<file path="src/rtl/t_state_generator_pkg.sv">
// Shared opcode map and T-state class constants for the T-state generator and the controller.
// Also holds the halt-control state type and the instruction-length decode.
package t_state_generator_pkg;

  localparam int NUM_T    = 10;
  localparam int LAST_ONE = 5;
  localparam int LAST_TWO = 7;
  localparam int LAST_MEM = 9;

  localparam logic [NUM_T-1:0] RING_T0 = NUM_T'(1);

  localparam logic [7:0] OP_LDA       = 8'h00;
  localparam logic [7:0] OP_STA       = 8'h01;
  localparam logic [7:0] OP_ADD_B     = 8'h02;
  localparam logic [7:0] OP_ADD_C     = 8'h03;
  localparam logic [7:0] OP_SUB_B     = 8'h04;
  localparam logic [7:0] OP_SUB_C     = 8'h05;
  localparam logic [7:0] OP_JMP       = 8'h06;
  localparam logic [7:0] OP_JC        = 8'h07;
  localparam logic [7:0] OP_JZ        = 8'h08;
  localparam logic [7:0] OP_OUT       = 8'h09;
  localparam logic [7:0] OP_HLT       = 8'h0A;
  localparam logic [7:0] OP_MVI_ACCUM = 8'h0B;
  localparam logic [7:0] OP_MVI_B     = 8'h0C;
  localparam logic [7:0] OP_MVI_C     = 8'h0D;

  typedef enum logic {
    ST_RUN  = 1'b0,
    ST_HALT = 1'b1
  } run_state_e;

  // Anything not explicitly listed, including X/Z opcodes, falls to the one-byte class.
  function automatic logic [3:0] last_t_state(input logic [7:0] op);
    case (op)
      OP_LDA, OP_STA:                            last_t_state = 4'(LAST_MEM);
      OP_JMP, OP_JC, OP_JZ,
      OP_MVI_ACCUM, OP_MVI_B, OP_MVI_C:          last_t_state = 4'(LAST_TWO);
      default:                                   last_t_state = 4'(LAST_ONE);
    endcase
  endfunction

endpackage

</file>
<file path="src/rtl/t_state_generator_onehot_encoder10.sv">
// 10-bit one-hot to binary index encoder.
// valid is high only when exactly one bit is set; index is meaningful only then.
module onehot_encoder10
  import t_state_generator_pkg::*;
(
  input  logic [NUM_T-1:0] onehot,
  output logic [3:0]       index,
  output logic             valid
);

  always_comb begin
    index = '0;
    for (int i = 0; i < NUM_T; i++) begin
      if (onehot[i]) index = index | 4'(i);
    end
  end

  assign valid = (onehot != '0) && ((onehot & (onehot - NUM_T'(1))) == '0);

endmodule

</file>
<file path="src/rtl/t_state_generator.sv">
// One-hot T-state ring for the sequencer: early wrap by instruction class,
// HLT freeze, single-step, and recovery from a corrupted ring.
//
//  state   | meaning
//  ST_RUN  | ring advances on each enabled clock
//  ST_HALT | ring frozen (HLT at T4) until resume
module t_state_generator
  import t_state_generator_pkg::*;
(
  input  logic             clk,
  input  logic             rst,
  input  logic [7:0]       instruction,
  input  logic             enable_ring_counter,
  input  logic             step_mode,
  input  logic             step_req,
  input  logic             resume,
  output logic [NUM_T-1:0] ring_counter,
  output logic [3:0]       t_index,
  output logic             halted,
  output logic             instr_done,
  output logic             onehot_err
);

  run_state_e        state_q, state_d;
  logic [NUM_T-1:0]  ring_q, ring_d;
  logic              step_req_q;
  logic              onehot_err_d;
  logic              ring_valid;
  logic              step_pulse;
  logic              adv;
  logic              halt_req;
  logic              wrap;

  assign ring_counter = ring_q;

  onehot_encoder10 u_enc (
    .onehot (ring_counter),
    .index  (t_index),
    .valid  (ring_valid)
  );

  assign halted     = (state_q == ST_HALT);
  assign step_pulse = step_req & ~step_req_q;
  assign adv        = ~halted & (~step_mode | step_pulse);
  assign halt_req   = ~enable_ring_counter & ~halted;
  // T9 always closes the instruction, whatever the decode says.
  assign wrap       = (t_index == last_t_state(instruction)) | ring_counter[NUM_T-1];

  always_comb begin
    ring_d       = ring_q;
    state_d      = state_q;
    onehot_err_d = 1'b0;
    instr_done   = 1'b0;
    if (!ring_valid) begin
      ring_d       = RING_T0;
      onehot_err_d = 1'b1;
    end else if (resume) begin
      ring_d  = RING_T0;
      state_d = ST_RUN;
    end else if (halt_req) begin
      state_d = ST_HALT;
    end else if (adv) begin
      if (wrap) begin
        ring_d     = RING_T0;
        instr_done = 1'b1;
      end else begin
        ring_d = {ring_counter[NUM_T-2:0], 1'b0};
      end
    end
  end

  always_ff @(posedge clk or posedge rst) begin
    if (rst) begin
      ring_q     <= RING_T0;
      state_q    <= ST_RUN;
      step_req_q <= 1'b0;
      onehot_err <= 1'b0;
    end else begin
      ring_q     <= ring_d;
      state_q    <= state_d;
      step_req_q <= step_req;
      onehot_err <= onehot_err_d;
    end
  end

endmodule

</file>
<file path="config.mk">
export PLATFORM = sky130hd
export DESIGN_NAME = t_state_generator
export DESIGN_NICKNAME = d
export VERILOG_FILES = /design/src/rtl/t_state_generator_pkg.sv /design/src/rtl/t_state_generator_onehot_encoder10.sv /design/src/rtl/t_state_generator.sv
export SDC_FILE = /design/constraint.sdc
export NUM_CORES = 1
export LEC_CHECK = 0
export ABC_AREA = 1
export BUFFER_PORTS_ARGS = -buffer_cell sky130_fd_sc_hd__buf_2
export CORE_MARGIN = 2
export CORE_UTILIZATION = 45
export DETAILED_ROUTE_END_ITERATION = 10
export PLACE_DENSITY = 0.75
export SLEW_MARGIN = 5
export SYNTH_ARGS = -nofsm -noshare
export SYNTH_HDL_FRONTEND = slang
export SYNTH_SLANG_ARGS = --single-unit
</file>
<file path="constraint.sdc">
create_clock -name clk -period 3.1 [get_ports clk]
set_input_delay 0.62 -clock clk [delete_from_list [all_inputs] [get_ports clk]]
set_output_delay 0.62 -clock clk [all_outputs]
set_load 0.05 [all_outputs]
</file>
==> results of run 1 <==
==> metal layers <==
| layer | global-route usage [%] | part of all wire, % |
|---|---|---|
| met2 | 32.41 | 49 |
| met1 | 21.04 | 46 |
| met5 | 0 | 0 |
| met3 | 3.086 | 4.3 |
| met4 | 8.571 | 1.1 |
==> synth_stat cells <==
cell type	instances
nand3_2	1
a21boi_0	1
nand2_1	48
nor3_1	1
clkinv_2	1
dfstp_2	1
o21ai_1	3
clkinv_1	3
nor2_1	20
o21bai_1	1
o21ai_0	1
inv_2	1
nand4_1	5
nand3_4	1
inv_1	15
nand3_1	13
a21oi_1	1
nand3b_1	1
nor2_2	3
nor2_4	2
dfrtp_1	12
o21a_1	1
==> placed cells by master (no fill, tap or decap), types with 2 or more instances in the layout <==
cell,netlist,final
buf_2,0,30
nand2_1,48,48
nor2_2,3,3
nor2_1,20,20
dfrtp_1,12,12
o21ai_1,3,3
nor2_4,2,2
clkbuf_4,0,3
nand4_1,5,5
clkinv_1,3,3
nand3_1,13,13
inv_1,15,15
==> registers in the layout (all words and copies together) (netlist names) <==
name	count
ring_counter	10
halted	1
onehot_err	1
step_req_q	1
==> how the worst min path moves through the flow <==
stage / endpoint / depth (start not counted)
after floorplan: halted / 1
after CTS: step_req_q / 2
after global routing: step_req_q / 2
after global placement: halted / 1
after detailed placement: halted / 1
final: ring_counter[5] / 2
==> layout make-up <==
| class | instances | share of cell area, % |
|---|---|---|
| Clock buffer | 4 | 2.403 |
| Tap cell | 27 | 3.089 |
| Timing Repair Buffer | 30 | 13.73 |
| Sequential cell | 13 | 29.86 |
| Multi-Input combinational cell | 103 | 43.94 |
| Inverter | 20 | 6.979 |
==> critical path: cells and delay by family (launching register included) <==
| kind | cells | cell delay, ns |
|---|---|---|
| simple gates | 6 | 0.82 |
| buf+inv | 1 | 0.26 |
| compound gates | 1 | 0.14 |
| flops | 1 | 0.45 |
==> report_power, final <==
group          internal (mW)  leakage (nW)  switching, mW
logic                 0.0455         0.485          0.129
clock network         0.0497        0.0150         0.0518
registers              0.185         0.173         0.0117
total                  0.280         0.673          0.192
==> cell families (layout without fill, tap and decap cells) <==
family	count (synthesis)	after routing	synth area share (%)
flip-flops	13	13	36.97
buffers and inverters	20	54	8.639
AO/OA/AOI/OAI	8	8	5.382
AND/OR/NAND/NOR	95	95	49.01
==> results.yml, run 1 <==
route:
  wl_per_cell_microns: 10.10
  drt-total-wl_mm: 1.989
  vias: 960
  first_iter_violations: 24
  drcViolationCount: 0
  viasPerCell: 4.873
  ant_nets: 0
  drt-pass1-iter-count: 4
worst_setup_path:
  rr_endpoint: "ring_counter[5]"
  r2r_cells: 9
  critPathCapture: "instr_done"
  endpoint_kind: "output pin"
  arrival_ns: 1.94
  cp.required_ns: 2.48
  rrSetupSlack_ns: 1.37
  crit_fanout: 7
  worstPathCellList: "nor2_1 -> nand2_1 -> o21bai_1 -> nand2_1 -> nor2_4 -> nand3_4 -> nor2_1 -> buf_2"
  worst-setup-path-type: "flip-flop to output pin"
  r2r-start: "ring_counter[3]"
  critPathMaxStageDelay_ns: 0.45
  cp-start-kind: "flip-flop"
  cp-startpoint: "ring_counter[3]"
  crit_slowest_cell: "dfrtp_1"
global_routing:
  grt_max_degree: 14
  grt_pass1_vias: 872
  grt_overflow: 0
  track_usage_pct: 18.12
  antenna_found_initial: 0
  grt_first_pass_wirelength_mm: 3.401
hold_path:
  hold_path_class: "primary input to asynchronous set/reset pin"
timing:
  setup_viol: 0
  max_slew.worst_pin.slew_ns: 0.4869
  rsz0062_at_grt: "false"
  clock_skew_ns: 0.001645
  drv_slew: 0
  setup-tns-final_ns: 0
  hold_viol: 0
  max_freq_mhz: 390.0
  fin_ws_ns: 0.5361
  period_needed_ns: 2.564
  fin_hold_ws_ns: 0.3581
  min_period_over_period_pct: 82.71
  relSlewSlack_pct: 67.50
clock_tree:
  numCtsBuffers: 3
  clk_pin_slew_ns: 0.08
  htree_levels: 1
  cts_resized: 0
  clk_latency_ns: 0.26
  ctsHoldBuffers: 0
  root_buffer: "clkbuf_4"
  cts_sinks: 13
  cts_tree: "built"
  post_cts_buffers: 0
  cts_buffer_depth: 2
layout:
  postLayoutCellArea_sq_mm: 0.001094
  drive_above_1_share_pct: 25.29
  fillerInstances: 174
  multi_input_area_sq_um: 480.5
  final_cells: 197
  utilization_pct: 57.50
  nets: 185
  syn_to_final_growth_pct: 23.80
  seq_area_sq_um: 326.6
  diodes: 0
floorplan:
  placementRows: 16
  io_pins: 31
  dieArea_sq_mm: 0.002333
  core_sq_mm: 0.001902
  fp.dieW_microns: 48.31
  start_util_pct: 46.45
  die_h_microns: 48.31
synth:
  synth_top_area_share_pct: 33.99
  synth_top_cell_by_area: "dfrtp_1"
  syn-cell-area_sq_um: 883.3
  syn_inst: 136
  ys_types: 22
  ys_seq_area_share_pct: 36.97
  synthTopCellsByArea: "dfrtp_1 (34%), nand2_1 (20%), nor2_1 (8.5%)"
  yosysWarnings: 0
  synth-seq-cells: 13
  synth_fp_nets: 150
  syn_area_per_cell_sq_um: 6.495
placement:
  placed_area_sq_mm: 0.001067
  gp_congestion: 0.7866
  dp_hpwl_mm: 1.581
  dp.cells: 193
  port_buffers: 30
  place_ws_ns: 0.6752
power_and_ir_drop:
  p_total_uw: 471.9
  p_leak_nw: 0.6727
  power_density_mw_per_mm2: 431.5
  vdd_drop_max_uv: 257.2
status:
  status: "finished, final reports clean"
job:
  drv_cap: 0
(Power assumes the default switching activity.)
==> run 2, diff against run 1 <==
- clock period: 3.1 -> 2.7 ns (I/O delays scaled with it)
==> run 2 against run 1 <==
Against the previous run:
- final cell count is the same
- clock power grew 17%
- register-to-register slack worse by 0.44 ns
- largest power group unchanged
- non-clock buffer count unchanged
- routed wire length grew 2.2%
- sequential cell count did not move
- highest routed layer unchanged
- first-iteration DRC count grew 13%
- sequential power up 15%
==> results.yml, run 2 (same netlist as run 1, synthesis figures left out) <==
timing:
  period_needed_ns: 2.502
  min_period_over_period_pct: 92.65
  relSlewSlack_pct: 67.21
  hold_viol: 0
  drv_slew: 0
  setup-tns-final_ns: 0
  clock_skew_ns: 0.002239
  setup_viol: 0
  rsz0062_at_grt: "false"
  max_slew.worst_pin.slew_ns: 0.4912
  max_freq_mhz: 399.7
route:
  viasPerCell: 4.853
  first_iter_violations: 27
  drcViolationCount: 0
  wl_per_cell_microns: 10.32
  vias: 956
  ant_nets: 0
  drt-total-wl_mm: 2.033
  drt-pass1-iter-count: 4
status:
  status: "finished, final reports clean"
global_routing:
  track_usage_pct: 19.22
  antenna_found_initial: 0
  grtUsageMet1_pct: 23.95
  grt_first_pass_wirelength_mm: 3.615
  use_met3_pct: 3.086
  met2_usage_pct: 33.33
  grt_overflow: 0
  grt_pass1_vias: 871
  busiest_layer: "met2"
  grt_max_degree: 14
worst_setup_path:
  endpoint_kind: "output pin"
  cp-startpoint: "ring_counter[1]"
  rr_endpoint: "ring_counter[1]"
  cp-start-kind: "flip-flop"
  r2r_cells: 9
  crit_fanout: 6
  cp.required_ns: 2.16
  critPathMaxStageDelay_ns: 0.45
  critPathCapture: "instr_done"
  crit_slowest_cell: "dfrtp_1"
  worst-setup-path-type: "flip-flop to output pin"
  arrival_ns: 1.96
  r2r-start: "ring_counter[1]"
  worstPathCellList: "nor2_2 -> nand2_1 -> o21bai_1 -> nand2_1 -> nor2_4 -> nand3_4 -> nor2_4 -> clkbuf_4"
  rrSetupSlack_ns: 0.93
layout:
  final_cells: 197
  diodes: 0
  syn_to_final_growth_pct: 24.93
  drive_above_1_share_pct: 25.88
  mostFrequentLayoutCells: "nand2_1 (48), buf_2 (29), nor2_1 (19)"
  largest_reg_flops: 10
  postLayoutCellArea_sq_mm: 0.001104
  final_common_cell: "nand2_1"
  nets: 185
floorplan:
  io_pins: 31
  start_util_pct: 46.45
  placementRows: 16
  core_sq_mm: 0.001902
  fp.dieW_microns: 48.31
  dieArea_sq_mm: 0.002333
  die_h_microns: 48.31
clock_tree:
  root_buffer: "clkbuf_4"
  clk_pin_slew_ns: 0.08
  numCtsBuffers: 3
  htree_levels: 1
  ctsHoldBuffers: 0
  cts_buffer_depth: 2
  cts_sinks: 13
  cts_tree: "built"
  clk_latency_ns: 0.27
power_and_ir_drop:
  p_leak_nw: 0.6720
  vdd_drop_max_uv: 450.8
  p_total_uw: 546.6
  power_density_mw_per_mm2: 495.3
hold_path:
  hold_path_class: "primary input to asynchronous set/reset pin"
placement:
  placed_area_sq_mm: 0.001075
  port_buffers: 30
  gp_congestion: 0.8125
  dp.cells: 193
  dp_hpwl_mm: 1.601
job:
  drv_cap: 0
run 2: cell types whose count changed in the layout (fill, tap and decap cells not counted), sizes merged:
cell	change
clkbuf	+1
buf	-1
run 2: how the worst min path moves through the flow:
stage | to | slack, ns | cells after the start
floorplan | halted | 0.42 | 1
global route | ring_counter[5] | 0.32 | 2
detailed placement | halted | 0.51 | 1
CTS | ring_counter[5] | 0.29 | 2
finish | step_req_q | 0.27 | 2
global placement | halted | 0.50 | 1
run 2: timing repair:
action	in CTS	in global routing
setup buffers	0	0
endpoints found under the setup margin	0	1
resized for setup	0	1
run 2: power breakdown:
part	switching [mW]	internal, mW	leakage [nW]
Clock	0.0621	0.0571	0.0150
Sequential	0.0137	0.212	0.173
Combinational	0.149	0.0524	0.484
Total	0.225	0.321	0.672
run 2: metrics by stage:
stage                     setup WS (ns)  util (%)  hold slack, ns
final                            0.1983     58.03          0.2747
after global routing           0.008288     58.03          0.3237
after detailed placement         0.4258     56.51          0.5103
after floorplan                  0.1143         -          0.4162
after global placement           0.4460     56.51          0.4983
after CTS                        0.1695     57.89          0.2879
run 2: cell type report:
| cell class | instances | area (sq um) |
|---|---|---|
| clock buffer | 4 | 26.28 |
| fill | 176 | 798.3 |
| inverter | 20 | 76.32 |
| timing repair buffer | 30 | 152.6 |
| multi-input combinational | 103 | 488.0 |
| tap | 27 | 33.78 |
| sequential | 13 | 326.6 |
run 2: critical path: cells and delay by family, from the launching register on:
family	cells	cell delay, ns
AND/OR/NAND/NOR	6	0.85
flip-flops	1	0.45
buffers and inverters	1	0.23
AO/OA/AOI/OAI	1	0.15
run 2: metal layers:
metal / routed length, microns / vias up
met5: 0 / -
met4: 17 / 0
met3: 86 / 2
met2: 996 / 26
met1: 933 / 431
li1: - / 497
==> run 3, diff against run 2 <==
- ABC_AREA: 1 -> not set
- PLACE_DENSITY: 0.75 -> 0.77
==> run 3 against run 2 <==
Against the previous run:
- die area shrank 11%
- fmax down 15%
- routed wire length fell by 3.5%
- largest cell class unchanged
- worst setup slack worse by 0.45 ns
- clock-buffer cell count is the same
- sequential cell count did not move
- the flow now finishes with violations (setup timing)
- final area increased by 4.2%
- critical path type unchanged
- clock skew up 0.0018 ns
- combinational power down 3%
==> results.yml, run 3 <==
status:
  status: "finished, violations left"
  violations: "setup timing"
hold_path:
  hold_path_class: "primary input to asynchronous set/reset pin"
synth:
  syn_area_per_cell_sq_um: 9.681
  ys_seq_area_share_pct: 42.16
  synth_top_area_share_pct: 38.77
  synth_edf_count: 0
  async_flop_share_pct: 100.0
  synth-seq-cells: 13
  synthTopCellsByCount: "nor2_1 (15), dfrtp_1 (12), a22oi_1 (9)"
  synth_fp_nets: 94
  yosysMostFrequentCell: "nor2_1"
  yosysWarnings: 0
  syn-cell-area_sq_um: 774.5
  synthTopCellsByArea: "dfrtp_1 (39%), a22oi_1 (8.7%), nor2_1 (7.3%)"
  syn_inst: 80
  synth_top_cell_by_area: "dfrtp_1"
  ys_types: 32
  synthFlopType: "dfrtp_1"
power_and_ir_drop:
  power_frac_seq_pct: 40.5
  p_leak_nw: 0.5763
  p_sw_uw: 196.6
  vdd_drop_max_uv: 341.3
  p_clk_share_pct: 22.8
  switching_share_pct: 37.08
  power_density_mw_per_mm2: 461.0
  comb_power_share_pct: 36.7
  p_total_uw: 530.1
  p_int_uw: 333.5
clock_tree:
  cts_resized: 6
  post_cts_buffers: 0
  htree_levels: 1
  cts_tree: "built"
  clk_latency_ns: 0.28
  numCtsBuffers: 3
  cts_buffer_depth: 2
  cts_sinks: 13
  clk_pin_slew_ns: 0.08
  ctsHoldBuffers: 0
  root_buffer: "clkbuf_4"
worst_setup_path:
  arrival_ns: 2.41
  endpoint_kind: "output pin"
  cp-start-kind: "flip-flop"
  r2r-start: "ring_counter[7]"
  cp.required_ns: 2.16
  rr_endpoint: "ring_counter[4]"
  rrSetupSlack_ns: 0.28
  r2r_cells: 8
  crit_fanout: 4
  worst-setup-path-type: "flip-flop to output pin"
layout:
  drive_above_1_share_pct: 56.00
  syn_to_final_growth_pct: 48.46
  final_cells: 141
  final_common_cell: "buf_2"
  nets: 140
  largest_reg_flops: 10
  mostFrequentLayoutCells: "buf_2 (29), nor2_1 (15), buf_4 (14)"
  postLayoutCellArea_sq_mm: 0.001150
  diodes: 0
placement:
  dp_hpwl_mm: 1.516
  place_ws_ns: -0.07523
  port_buffers: 30
  gp_congestion: 0.7743
  dp.cells: 137
  placed_area_sq_mm: 0.001089
global_routing:
  grt_pass1_vias: 718
  track_usage_pct: 22.16
  grt_overflow: 0
  grt_max_degree: 14
  antenna_found_initial: 0
  grt_first_pass_wirelength_mm: 3.201
timing:
  period_needed_ns: 2.953
  relSlewSlack_pct: 66.29
  clock_skew_ns: 0.004060
  rsz0062_at_grt: "true"
  fin_ws_ns: -0.2527
  hold_viol: 0
  drv_slew: 0
  min_period_over_period_pct: 109.4
  max_freq_mhz: 338.7
  max_slew.worst_pin.slew_ns: 0.5051
  setup_viol: 1
  setup-tns-final_ns: -0.2527
route:
  viasPerCell: 5.674
  ant_nets: 0
  drcViolationCount: 0
  drt-total-wl_mm: 1.961
  wl_per_cell_microns: 13.91
  first_iter_violations: 17
  drt-pass1-iter-count: 4
  vias: 800
floorplan:
  placementRows: 14
  io_pins: 31
  start_util_pct: 49.68
  core_sq_mm: 0.001559
  die_h_microns: 45.49
  fp.dieW_microns: 45.49
  dieArea_sq_mm: 0.002069
job:
  drv_cap: 0
-- run 3: cell types whose count changed after synthesis, sizes merged, moves of 4 or more --
cell    delta
nand4      -5
clkinv     -4
nor2      -10
nand2     -47
inv       -10
a22oi      +9
nand3     -15
or4        +5
-- run 3: critical path, stage by stage (launching register included) --
cell and delay, ns:
dfrtp_2 0.40, or4_4 0.57, a2111oi_4 0.33, o32ai_2 0.12, or3_4 0.39, nor3_4 0.13, buf_6 0.18
-- run 3: cells by family after synthesis --
family,Yosys count,synth area share [%]
AO/OA/AOI/OAI,24,27.30
adder cells (fa/ha/maj),1,1.292
buffers and inverters,9,5.331
XOR/XNOR,1,1.131
flip-flops,13,42.17
AND/OR/NAND/NOR,32,22.78
-- run 3: final cells by class --
| cell class | count | area (sq um) |
|---|---|---|
| Inverter | 6 | 22.52 |
| Clock buffer | 4 | 26.28 |
| Sequential cell | 13 | 337.8 |
| Tap cell | 16 | 20.02 |
| Fill cell | 125 | 409.1 |
| Timing Repair Buffer | 44 | 261.5 |
| Multi-Input combinational cell | 58 | 481.7 |
-- run 3: stage by stage --
| stage | util, % | hold slack, ns |
|---|---|---|
| floorplan | - | 0.4159 |
| global placement | 69.82 | 0.5551 |
| detailed placement | 69.82 | 0.5697 |
| CTS | 73.52 | 0.2771 |
| global route | 73.76 | 0.3236 |
| finish | 73.76 | 0.2725 |
-- run 3: worst max path at each step --
stage	startpoint	end	slack, ns	cells past startpoint
6_report	ring_counter[2]	instr_done	-0.25	6
5_1_grt	ring_counter[2]	instr_done	-0.33	6
4_1_cts	ring_counter[2]	instr_done	-0.28	6
3_5_place_dp	instruction[5]	instr_done	-0.08	7
3_3_place_gp	instruction[5]	instr_done	-0.02	7
2_1_floorplan	ring_counter[2]	instr_done	-0.20	5
-- run 3: metal layers --
| layer | up-vias | share of wire, % | global-route usage [%] |
|---|---|---|---|
| met4 | 0 | 0.46 | 10.59 |
| met1 | 378 | 45 | 30.03 |
| met3 | 2 | 5.2 | 3.968 |
| met2 | 24 | 49 | 34.08 |
| li1 | 396 | - | - |
| met5 | - | 0 | 0 |
-- run 3: power groups by stage --
| stage | combinational [mW] | clock (mW) | sequential [mW] |
|---|---|---|---|
| finish | 0.195 | 0.121 | 0.214 |
| global route | 0.210 | 0.127 | 0.215 |
| CTS | 0.196 | 0.125 | 0.214 |
| detailed placement | 0.193 | 0 | 0.218 |
| global placement | 0.188 | 0 | 0.218 |
| floorplan | 0.0904 | 0 | 0.266 |
